===== src/rtl/icache_refill_axi_bridge_pkg.sv =====
// icache_refill_axi_bridge_pkg: shared widths, AXI encodings and FSM states for the icache refill bridge
package icache_refill_axi_bridge_pkg;
    localparam int ADDR_WIDTH = 32;
    localparam int BEAT_WIDTH = 32;
    localparam int BEATS      = 8;
    localparam int LINE_WIDTH = BEAT_WIDTH * BEATS;
    localparam int CNT_WIDTH  = $clog2(BEATS);
    localparam int LINE_BYTES_LOG2 = $clog2(LINE_WIDTH / 8);
    localparam logic [3:0] AXI_ID         = 4'd0;
    localparam logic [1:0] AXI_BURST_INCR = 2'b01;
    localparam logic [2:0] AXI_SIZE_4B    = 3'b010;
    localparam logic [1:0] AXI_RESP_OKAY  = 2'b00;
    typedef enum logic [1:0] {ST_IDLE, ST_AR, ST_R, ST_RET} state_e;
endpackage


===== src/rtl/icache_refill_axi_bridge_refill_line_packer.sv =====
// refill_line_packer: counts accepted R beats, packs them into the line register and accumulates burst errors
module refill_line_packer
    import icache_refill_axi_bridge_pkg::*;
(
    input  logic                  clk,
    input  logic                  reset,
    input  logic                  clear_i,
    input  logic                  beat_en_i,
    input  logic [BEAT_WIDTH-1:0] rdata_i,
    input  logic [1:0]            rresp_i,
    input  logic                  rlast_i,
    output logic [LINE_WIDTH-1:0] line_o,
    output logic                  err_o,
    output logic                  last_beat_o
);
    logic [CNT_WIDTH-1:0]  cnt_q, cnt_d;
    logic [LINE_WIDTH-1:0] line_q, line_d;
    logic                  err_q, err_d;
    assign last_beat_o = cnt_q == CNT_WIDTH'(BEATS - 1);
    assign line_o      = line_q;
    assign err_o       = err_q;
    always_comb begin
        cnt_d  = cnt_q;
        line_d = line_q;
        err_d  = err_q;
        if (clear_i) begin
            cnt_d = '0;
            err_d = 1'b0;
        end else if (beat_en_i) begin
            line_d[int'(cnt_q)*BEAT_WIDTH +: BEAT_WIDTH] = rdata_i;
            // counter parks on the final slot; the FSM leaves R on that beat
            cnt_d = last_beat_o ? cnt_q : cnt_q + 1'b1;
            err_d = err_q | (rresp_i != AXI_RESP_OKAY) | (rlast_i != last_beat_o);
        end
    end
    always_ff @(posedge clk or posedge reset) begin
        if (reset) begin
            cnt_q  <= '0;
            line_q <= '0;
            err_q  <= 1'b0;
        end else begin
            cnt_q  <= cnt_d;
            line_q <= line_d;
            err_q  <= err_d;
        end
    end
endmodule


===== src/rtl/icache_refill_axi_bridge.sv =====
// icache_refill_axi_bridge: turns one icache line-read request into one AXI4 INCR burst and returns the packed line
module icache_refill_axi_bridge
    import icache_refill_axi_bridge_pkg::*;
(
    input  logic                  clk,
    input  logic                  reset,
    input  logic                  icache_mem_read_request,
    input  logic [ADDR_WIDTH-1:0] icache_mem_read_addr,
    input  logic                  read_data_from_mem_ok,
    output logic                  mem_ready_to_read,
    output logic                  mem_read_addr_ok,
    output logic                  mem_return_en,
    output logic [LINE_WIDTH-1:0] mem_return_data,
    output logic                  mem_return_err,
    output logic [3:0]            arid,
    output logic [ADDR_WIDTH-1:0] araddr,
    output logic [7:0]            arlen,
    output logic [2:0]            arsize,
    output logic [1:0]            arburst,
    output logic                  arvalid,
    input  logic                  arready,
    input  logic [3:0]            rid,
    input  logic [BEAT_WIDTH-1:0] rdata,
    input  logic [1:0]            rresp,
    input  logic                  rlast,
    input  logic                  rvalid,
    output logic                  rready
);
    state_e                state_q, state_d;
    logic [ADDR_WIDTH-1:0] addr_q, addr_d;
    logic                  ready_q, ready_d, addr_ok_q, addr_ok_d, arvalid_q, arvalid_d;
    logic                  rready_q, rready_d, ret_en_q, ret_en_d;
    logic                  beat_fire, last_beat, ret_ack, unused_inputs;
    assign beat_fire     = rvalid & rready_q;
    assign ret_ack       = (state_q == ST_RET) & read_data_from_mem_ok;
    assign unused_inputs = ^{rid, icache_mem_read_addr[LINE_BYTES_LOG2-1:0]};
    always_comb begin
        state_d   = state_q;
        addr_d    = addr_q;
        ready_d   = ready_q;
        addr_ok_d = 1'b0;
        arvalid_d = arvalid_q;
        rready_d  = rready_q;
        ret_en_d  = ret_en_q;
        case (state_q)
            ST_IDLE: if (icache_mem_read_request) begin
                addr_d    = {icache_mem_read_addr[ADDR_WIDTH-1:LINE_BYTES_LOG2], {LINE_BYTES_LOG2{1'b0}}};
                addr_ok_d = 1'b1;
                arvalid_d = 1'b1;
                ready_d   = 1'b0;
                state_d   = ST_AR;
            end
            ST_AR: if (arready) begin
                arvalid_d = 1'b0;
                rready_d  = 1'b1;
                state_d   = ST_R;
            end
            // completion is decided by beat count alone; rlast only feeds the error flag
            ST_R: if (beat_fire && last_beat) begin
                rready_d = 1'b0;
                ret_en_d = 1'b1;
                state_d  = ST_RET;
            end
            ST_RET: if (read_data_from_mem_ok) begin
                ret_en_d = 1'b0;
                ready_d  = 1'b1;
                state_d  = ST_IDLE;
            end
            default: state_d = ST_IDLE;
        endcase
    end
    always_ff @(posedge clk or posedge reset) begin
        if (reset) begin
            state_q   <= ST_IDLE;
            addr_q    <= '0;
            ready_q   <= 1'b1;
            addr_ok_q <= 1'b0;
            arvalid_q <= 1'b0;
            rready_q  <= 1'b0;
            ret_en_q  <= 1'b0;
        end else begin
            state_q   <= state_d;
            addr_q    <= addr_d;
            ready_q   <= ready_d;
            addr_ok_q <= addr_ok_d;
            arvalid_q <= arvalid_d;
            rready_q  <= rready_d;
            ret_en_q  <= ret_en_d;
        end
    end
    refill_line_packer u_packer (
        .clk         (clk),
        .reset       (reset),
        .clear_i     (ret_ack),
        .beat_en_i   (beat_fire),
        .rdata_i     (rdata),
        .rresp_i     (rresp),
        .rlast_i     (rlast),
        .line_o      (mem_return_data),
        .err_o       (mem_return_err),
        .last_beat_o (last_beat)
    );
    assign mem_ready_to_read = ready_q;
    assign mem_read_addr_ok  = addr_ok_q;
    assign mem_return_en     = ret_en_q;
    assign arvalid           = arvalid_q;
    assign rready            = rready_q;
    assign araddr            = addr_q;
    assign arid              = AXI_ID;
    assign arlen             = arvalid_q ? 8'(BEATS - 1) : 8'd0;
    assign arsize            = arvalid_q ? AXI_SIZE_4B : 3'd0;
    assign arburst           = arvalid_q ? AXI_BURST_INCR : 2'd0;
endmodule

===== config.mk =====
export PLATFORM = sky130hd
export DESIGN_NAME = icache_refill_axi_bridge
export DESIGN_NICKNAME = d
export VERILOG_FILES = /design/src/rtl/icache_refill_axi_bridge_pkg.sv /design/src/rtl/icache_refill_axi_bridge_refill_line_packer.sv /design/src/rtl/icache_refill_axi_bridge.sv
export SDC_FILE = /design/constraint.sdc
export NUM_CORES = 1
export LEC_CHECK = 0
export ABC_AREA = 1
export BUFFER_PORTS_ARGS = -buffer_cell sky130_fd_sc_hd__buf_4
export CAP_MARGIN = 5
export CORE_UTILIZATION = 47
export CTS_CLUSTER_DIAMETER = 60
export DETAILED_ROUTE_END_ITERATION = 7
export PLACE_DENSITY = 0.8
export SLEW_MARGIN = 20
export SYNTH_ARGS = -nofsm -noshare
export SYNTH_HDL_FRONTEND = slang
export SYNTH_SLANG_ARGS = --single-unit
export TNS_END_PERCENT = 100

===== constraint.sdc =====
create_clock -name clk -period 25.6 [get_ports clk]
set_input_delay 2.56 -clock clk [delete_from_list [all_inputs] [get_ports clk]]
set_output_delay 2.56 -clock clk [all_outputs]
set_load 0.01 [all_outputs]

==> impl_metrics.csv, run 1 <==
group,metric,value,unit
yosys,yosys_reg_bits,294,
clock_network,cts_tree,"done",
cells_and_area,most-common-layout-cells,"454 x sky130_fd_sc_hd__nand2_1, 378 x sky130_fd_sc_hd__buf_4, 293 x sky130_fd_sc_hd__dfrtp_1",
cells_and_area,num-nets-final,2044,
route,route.vias.total,12400,
cells_and_area,multiInputGateArea,0.00495,mm²
outcome,status,"finished clean",
yosys,unique_cell_type_count_in_the_yosys_netlist,29,
sta,max_freq,226,MHz
global_routing,grt_start_max_net_pins,168,
power_and_ir_drop,power.density,113,mW/mm²
clock_network,cts.path.max_buffers,3,
route,post_drt_via_cell_ratio,5.27,
clock_network,worst_setup_hold_path_clk_slew,60,ps
yosys,netlist_instances,1660,
power_and_ir_drop,sequentialPowerShare,0.356,
route,drc_viols,0,
power_and_ir_drop,combPwrFrac,0.388,
sta,relSlewSlack,0.245,
hold_path,hold_path.class,"register to register",
yosys,synthesized_area_fraction_occupied_by_ao_oa_aoi_and_oai_cells,0.0685,
cells_and_area,mostFrequentLayoutCell,"sky130_fd_sc_hd__nand2_1",
clock_network,cts.repair.resized,0,
clock_network,post_cts.repair.setup_buffers,0,
yosys,synthesis.yosys.warnings,0,
worst_setup_path,cp_data_required_time,26070,ps
power_and_ir_drop,power.share.switching,0.381,
power_and_ir_drop,vdd.ir_drop.worst,0.0769,mV
cells_and_area,footprint_of_the_flip_flops_and_latches,0.00736,mm²
route,route.final.wire_length,43900,µm
sta,timing.hold.ws,476,ps
clock_network,clock_insertion_delay_worst_skew,550,ps
global_routing,global_route_wire_length_before_repair,66600,µm
global_routing,via_count_of_the_first_global_routing_pass,12100,
yosys,synth_top_family_by_area,"simple AND/OR/NAND/NOR gates",
floorplanning,die_area,0.0296,mm²
power_and_ir_drop,switchingPower,0.754,mW
global_routing,grt_antenna_before_repair,0,
power_and_ir_drop,pwr-share-clk,0.256,
yosys,synthMuxAreaShare,0,
power_and_ir_drop,internal_power,1.23,mW
floorplanning,floorplan.io_pins,388,
worst_setup_path,path_class,"register to register",
clock_network,tritoncts.num_buffers,31,
worst_setup_path,critPathCaptureType,"register",
sta,max_slew.worst_pin.slew,1130,ps
worst_setup_path,timing.critical_path.fanout_max,72,
power_and_ir_drop,p_leak,9.40,nW
sta,setup_viol,0,
yosys,synth-adder-area-share,0.00828,
cells_and_area,layout.filler_cells,2402,
run,cap_viol_max_count,0,
global_routing,grt_overflow,0,
route,route.detailed.wl_per_inst,18.6,µm
hold_path,min_delay_path_depth,2,
sta,report.final.slew_viol_count,0,
cells_and_area,syn2layout_area_growth,28.6,%
sta,hold_viol,0,
worst_setup_path,critical_path.startpoint_type,"register",
yosys,syn_area_per_cell,8.19,µm²
clock_network,cts_hold_buf,0,
clock_network,cts-root-buf,"sky130_fd_sc_hd__clkbuf_16",
worst_setup_path,worstRegToRegCells,10,
sta,rsz0062_at_grt,"false",
sta,shortest_period_the_worst_path_allows,4430,ps
cells_and_area,antennaDiodeCount,0,
floorplanning,horizontal_die_dimension,172,µm
floorplanning,die_height,172,µm
yosys,synth_seq_area_share,0.541,
placed_design,dp_wirelength,28800,µm
placed_design,buffer_ports.inserted,361,
floorplanning,initial_utilization,0.484,
yosys,synthSimpleGateAreaFrac,0.280,
sta,setup-tns-final,0,ps
sta,period_share,0.173,
placed_design,place_congestion,0.868,
floorplanning,core_rows,61,
worst_setup_path,worst_ep_arrival_time,4900,ps
clock_network,cts.sink_count,294,
global_routing,track_usage,0.293,
route,postRouteAntennaNets,0,
yosys,synthesis.area,0.0136,mm²
clock_network,h-tree-depth,1,
yosys,post_synth_xor_area_fraction,0,
route,drt_pass1_iterations,6,
cells_and_area,post_route_cells_drive_above_1_share,0.260,
floorplanning,coreArea,0.0281,mm²
sta,fin_worst_skew,8.23,ps
route,detail_route.iter0.violations,1139,
==> registers in the layout (all words and copies together) (netlist names) <==
name               count
rready                 1
mem_read_addr_ok       1
u_packer.cnt_q         3
u_packer.err_o         1
arvalid                1
mem_return_en          1
u_packer.line_o      256
mem_ready_to_read      1
state_q                2
araddr                27
==> power by group through the flow <==
stage                     clock network [mW]  logic (mW)  registers [mW]
after detailed placement                   0       0.766           0.708
after global placement                     0       0.749           0.704
after global routing                   0.529       0.841           0.721
after floorplan                            0       0.338           0.762
final                                  0.507       0.769           0.705
after CTS                              0.514       0.771           0.704
==> metrics by stage <==
stage	util	setup WS, ps	area [µm²]	power (mW)	cells
after detailed placement	0.581	20470	16300	1.47	2303
after CTS	0.622	21070	17500	1.99	2360
after floorplan	-	14920	13700	1.10	1676
final	0.622	21170	17500	1.98	2360
after global placement	0.581	20530	16300	1.45	2303
after global routing	0.622	20940	17500	2.09	2360
==> final timing paths <==
path,from,end,slack [ps]
min in group asynchronous,reset,araddr[26],2110
worst max register to register,u_packer.cnt_q[0],u_packer.line_o[114],21170
worst min-delay path,u_packer.line_o[134],u_packer.line_o[134],480
max in group asynchronous,reset,u_packer.line_o[170],21880
worst max-delay path,u_packer.cnt_q[0],u_packer.line_o[114],21170
worst min register to register,u_packer.line_o[134],u_packer.line_o[134],480
==> worst max-delay path, stage by stage, from the launching register on <==
cell,delay (ps)
sky130_fd_sc_hd__dfrtp_1,500
sky130_fd_sc_hd__inv_2,150
sky130_fd_sc_hd__ha_2,240
sky130_fd_sc_hd__ha_4,560
sky130_fd_sc_hd__buf_4,760
sky130_fd_sc_hd__inv_4,300
sky130_fd_sc_hd__buf_4,470
sky130_fd_sc_hd__nor3_4,290
sky130_fd_sc_hd__buf_4,650
sky130_fd_sc_hd__nand2_1,160
sky130_fd_sc_hd__o21ai_2,110
==> synthesized netlist by cell type <==
master / n / area [µm²]
sky130_fd_sc_hd__buf_1: 8 / 30.0
sky130_fd_sc_hd__buf_4: 23 / 173
sky130_fd_sc_hd__nand2_4: 1 / 11.3
sky130_fd_sc_hd__dfrtp_1: 293 / 7330
sky130_fd_sc_hd__buf_6: 13 / 146
sky130_fd_sc_hd__inv_1: 173 / 649
sky130_fd_sc_hd__o21ai_1: 34 / 170
sky130_fd_sc_hd__conb_1: 1 / 3.75
sky130_fd_sc_hd__o21ai_2: 56 / 490
sky130_fd_sc_hd__nor2_2: 5 / 31.3
sky130_fd_sc_hd__clkbuf_2: 3 / 15.0
sky130_fd_sc_hd__dfstp_2: 1 / 26.3
sky130_fd_sc_hd__nor3_1: 33 / 165
sky130_fd_sc_hd__nor2_1: 234 / 878
sky130_fd_sc_hd__nand3_1: 104 / 521
sky130_fd_sc_hd__o211ai_1: 1 / 7.51
sky130_fd_sc_hd__nor3_4: 4 / 65.1
sky130_fd_sc_hd__a21oi_1: 1 / 5.00
sky130_fd_sc_hd__buf_2: 33 / 165
sky130_fd_sc_hd__inv_2: 4 / 15.0
sky130_fd_sc_hd__nand2_1: 455 / 1710
sky130_fd_sc_hd__ha_1: 9 / 113
sky130_fd_sc_hd__nand4_1: 65 / 407
sky130_fd_sc_hd__o21ai_0: 50 / 250
sky130_fd_sc_hd__clkbuf_1: 50 / 188
sky130_fd_sc_hd__nand2_2: 2 / 12.5
sky130_fd_sc_hd__clkinv_1: 2 / 7.51
sky130_fd_sc_hd__or2_2: 1 / 6.26
sky130_fd_sc_hd__o21a_1: 1 / 7.51
==> per-layer routing <==
metal	GRT usage	share of wire	vias to the layer above
li1	-	-	5756
met1	0.361	0.38	5955
met2	0.502	0.49	610
met3	0.0689	0.091	112
met4	0.106	0.041	0
met5	0	0	-
==> kinds of logic after synthesis <==
group | count (synthesis)
other cells | 1
simple gates | 904
flops | 294
buf+inv | 309
compound gates | 143
fa+ha+maj | 9
==> cell type report <==
cell class,count,share of cell area
Inverter,179,0.0390
Clock inverter,19,0.0173
Timing Repair Buffer,379,0.163
Tap cell,378,0.0271
Clock buffer,38,0.0493
Multi-Input combinational cell,1073,0.283
Sequential cell,294,0.421
No activity file was read; power rests on OpenSTA's default activity.
==> run 2: changes to the inputs <==
--- a/config.mk
+++ b/config.mk
@@ -11,7 +11,7 @@
 export CORE_UTILIZATION = 47
 export CTS_CLUSTER_DIAMETER = 60
 export DETAILED_ROUTE_END_ITERATION = 7
-export PLACE_DENSITY = 0.8
+export PLACE_DENSITY = 0.83
 export SLEW_MARGIN = 20
 export SYNTH_ARGS = -nofsm -noshare
 export SYNTH_HDL_FRONTEND = slang
==> constraint.sdc (replaced) <==
create_clock -name clk -period 3.7 [get_ports clk]
set_input_delay 0.37 -clock clk [delete_from_list [all_inputs] [get_ports clk]]
set_output_delay 0.37 -clock clk [all_outputs]
set_load 0.01 [all_outputs]
==> run 2 against run 1 <==
Against the previous run: wire length rose by 0.54%; die area did not move; first-iteration DRC count rose by 14%; critical path type unchanged; clock skew rose by 1.2 ps; critical path depth fell by 2; clock-buffer cell count rose by 11; hold slack got worse by 460 ps; power rose to 6.7 times the previous value; highest routed layer unchanged; flip-flop and latch count did not move.
==> impl_metrics.csv, run 2 (synthesized netlist as in run 1, its figures left out) <==
group,metric,value,unit
sta,fin_worst_skew,9.39,ps
worst_setup_path,critical-path-slowest-cell,"sky130_fd_sc_hd__buf_4",
sta,setup_viol,0,
sta,relSlewSlack,0.269,
worst_setup_path,crit_buf_inv,3,
floorplanning,die_area,0.0296,mm²
clock_network,worst_setup_hold_path_clk_slew,60,ps
clock_network,cts.sink_count,294,
route,post_drt_via_cell_ratio,5.35,
global_routing,grt_start_max_net_pins,82,
worst_setup_path,worstRegToRegCells,8,
route,route.final.wire_length,44100,µm
cells_and_area,largest_register_ffs,256,
placed_design,place_congestion,0.906,
floorplanning,core_rows,61,
clock_network,cts.path.max_buffers,3,
clock_network,h-tree-depth,1,
global_routing,grt_util_met2,0.492,
placed_design,buffer_ports.inserted,361,
hold_path,hold_path.class,"input pin to async pin",
cells_and_area,post_route_cells_drive_above_1_share,0.255,
global_routing,via_count_of_the_first_global_routing_pass,12100,
sta,shortest_period_the_worst_path_allows,2830,ps
route,drt_pass1_iterations,6,
floorplanning,floorplan.io_pins,388,
worst_setup_path,critical_path.max_stage_delay,610,ps
placed_design,dp_wirelength,29700,µm
floorplanning,initial_utilization,0.484,
cells_and_area,mostFrequentLayoutCell,"sky130_fd_sc_hd__nand2_1",
run,cap_viol_max_count,0,
outcome,status,"finished clean",
sta,max_freq,354,MHz
cells_and_area,most-common-layout-cells,"455 x sky130_fd_sc_hd__nand2_1, 386 x sky130_fd_sc_hd__buf_4, 293 x sky130_fd_sc_hd__dfrtp_1",
global_routing,grt_antenna_before_repair,0,
cells_and_area,final_instance_count_excl_fillers,2386,
worst_setup_path,cp_data_required_time,4100,ps
sta,hold_viol,0,
worst_setup_path,critical_path.reg2reg.startpoint,"u_packer.cnt_q[0]",
global_routing,grtUsageMet3,0.0616,
clock_network,cts_tree,"done",
sta,rsz0062_at_grt,"false",
clock_network,cts-root-buf,"sky130_fd_sc_hd__clkbuf_16",
global_routing,grt_overflow,0,
route,route.vias.total,12800,
cells_and_area,post-route-util,0.625,
route,postRouteAntennaNets,0,
worst_setup_path,setup_slack_on_the_worst_flop_to_flop_path,870,ps
worst_setup_path,critPathCaptureType,"register",
route,route.detailed.wl_per_inst,18.5,µm
cells_and_area,antennaDiodeCount,0,
clock_network,post_cts.repair.setup_buffers,0,
clock_network,tritoncts.num_buffers,31,
placed_design,post-place-cells,2315,
worst_setup_path,timing.critical_path.fanout_max,53,
floorplanning,die_height,172,µm
floorplanning,horizontal_die_dimension,172,µm
sta,setup-tns-final,0,ps
global_routing,grt_most_used_layer,"met2",
cells_and_area,layout.filler_cells,2297,
route,drc_viols,0,
clock_network,clock_insertion_delay_worst_skew,550,ps
global_routing,globalRouteMet1Util,0.373,
worst_setup_path,critical_path.startpoint_type,"register",
power_and_ir_drop,vdd.ir_drop.worst,0.663,mV
worst_setup_path,path_class,"register to register",
worst_setup_path,path_delay_family,"buffers and inverters",
clock_network,cts.repair.resized,0,
floorplanning,coreArea,0.0281,mm²
worst_setup_path,worstReg2RegEnd,"u_packer.line_o[49]",
worst_setup_path,crit_path_cell_trace,"inv_2 -> ha_2 -> ha_4 -> inv_4 -> buf_4 -> nor2_1 -> nand2_1 -> o21ai_0",
power_and_ir_drop,p_leak,9.43,nW
cells_and_area,syn2layout_area_growth,29.2,%
route,detail_route.iter0.violations,1293,
global_routing,track_usage,0.296,
worst_setup_path,worst_ep_arrival_time,3220,ps
power_and_ir_drop,power.density,752,mW/mm²
sta,report.final.slew_viol_count,0,
sta,period_share,0.764,
clock_network,cts_hold_buf,17,
cells_and_area,num-nets-final,2073,
sta,max_slew.worst_pin.slew,1100,ps
global_routing,global_route_wire_length_before_repair,67200,µm
[run 2: changes by cell type in the layout (fill, tap and decap cells not counted), moves of 2 or more]
cell | previous run | this run
sky130_fd_sc_hd__buf_12 | 1 | 5
sky130_fd_sc_hd__buf_4 | 378 | 386
sky130_fd_sc_hd__bufinv_16 | 8 | 1
sky130_fd_sc_hd__clkbuf_1 | 1 | 13
sky130_fd_sc_hd__clkinv_2 | 8 | 3
sky130_fd_sc_hd__clkinvlp_4 | 3 | 1
sky130_fd_sc_hd__dlygate4sd3_1 | 0 | 17
[run 2: worst max path at each step]
stage / startpoint / endpoint / slack, ps / cells past startpoint
2_1_floorplan: reset / araddr[10] / -570 / 1
3_3_place_gp: u_packer.cnt_q[0] / u_packer.line_o[120] / 1010 / 8
3_5_place_dp: u_packer.cnt_q[0] / u_packer.line_o[34] / 920 / 7
4_1_cts: u_packer.cnt_q[0] / u_packer.line_o[33] / 910 / 7
5_1_grt: u_packer.cnt_q[0] / u_packer.line_o[57] / 670 / 8
6_report: u_packer.cnt_q[0] / u_packer.line_o[49] / 870 / 8
[run 2: power breakdown]
group	switching, mW	internal (mW)	total (mW)
clock	1.25	1.71	2.96
combinational	3.25	2.10	5.36
sequential	0.666	4.23	4.90
total	5.17	8.04	13.2
[run 2: metal layers]
| layer | vias to the layer above | share of wire |
|---|---|---|
| met5 | - | 0 |
| met4 | 0 | 0.043 |
| met2 | 716 | 0.48 |
| met1 | 6123 | 0.38 |
| li1 | 5802 | - |
| met3 | 128 | 0.095 |
[run 2: worst register-to-register path, stage by stage, from the launching register on]
cell and delay (ps):
sky130_fd_sc_hd__dfrtp_1 500, sky130_fd_sc_hd__inv_2 160, sky130_fd_sc_hd__ha_2 250, sky130_fd_sc_hd__ha_4 330, sky130_fd_sc_hd__inv_4 470, sky130_fd_sc_hd__buf_4 630
sky130_fd_sc_hd__nor2_1 140, sky130_fd_sc_hd__nand2_1 100, sky130_fd_sc_hd__o21ai_0 100
[run 2: layout make-up]
type	instances	area, µm²	area share
repair buffers	408	3170	0.180
well taps	378	473	0.0269
clock buffers	49	893	0.0509
clock inverters	5	53.8	0.00306
inverters	179	678	0.0386
multi-input cells	1073	4940	0.281
flip-flops and latches	294	7360	0.419
[run 2: stage by stage]
| step | cell area (µm²) | setup WS (ps) | hold WS (ps) | total power [mW] |
|---|---|---|---|---|
| after floorplan | 13700 | -572 | 480 | 7.61 |
| after global placement | 16400 | 1010 | 456 | 10.0 |
| after detailed placement | 16400 | 920 | 460 | 10.2 |
| after CTS | 17600 | 912 | 0.632 | 13.2 |
| after global routing | 17600 | 671 | 17.3 | 14.0 |
| final | 17600 | 872 | 19.5 | 13.2 |
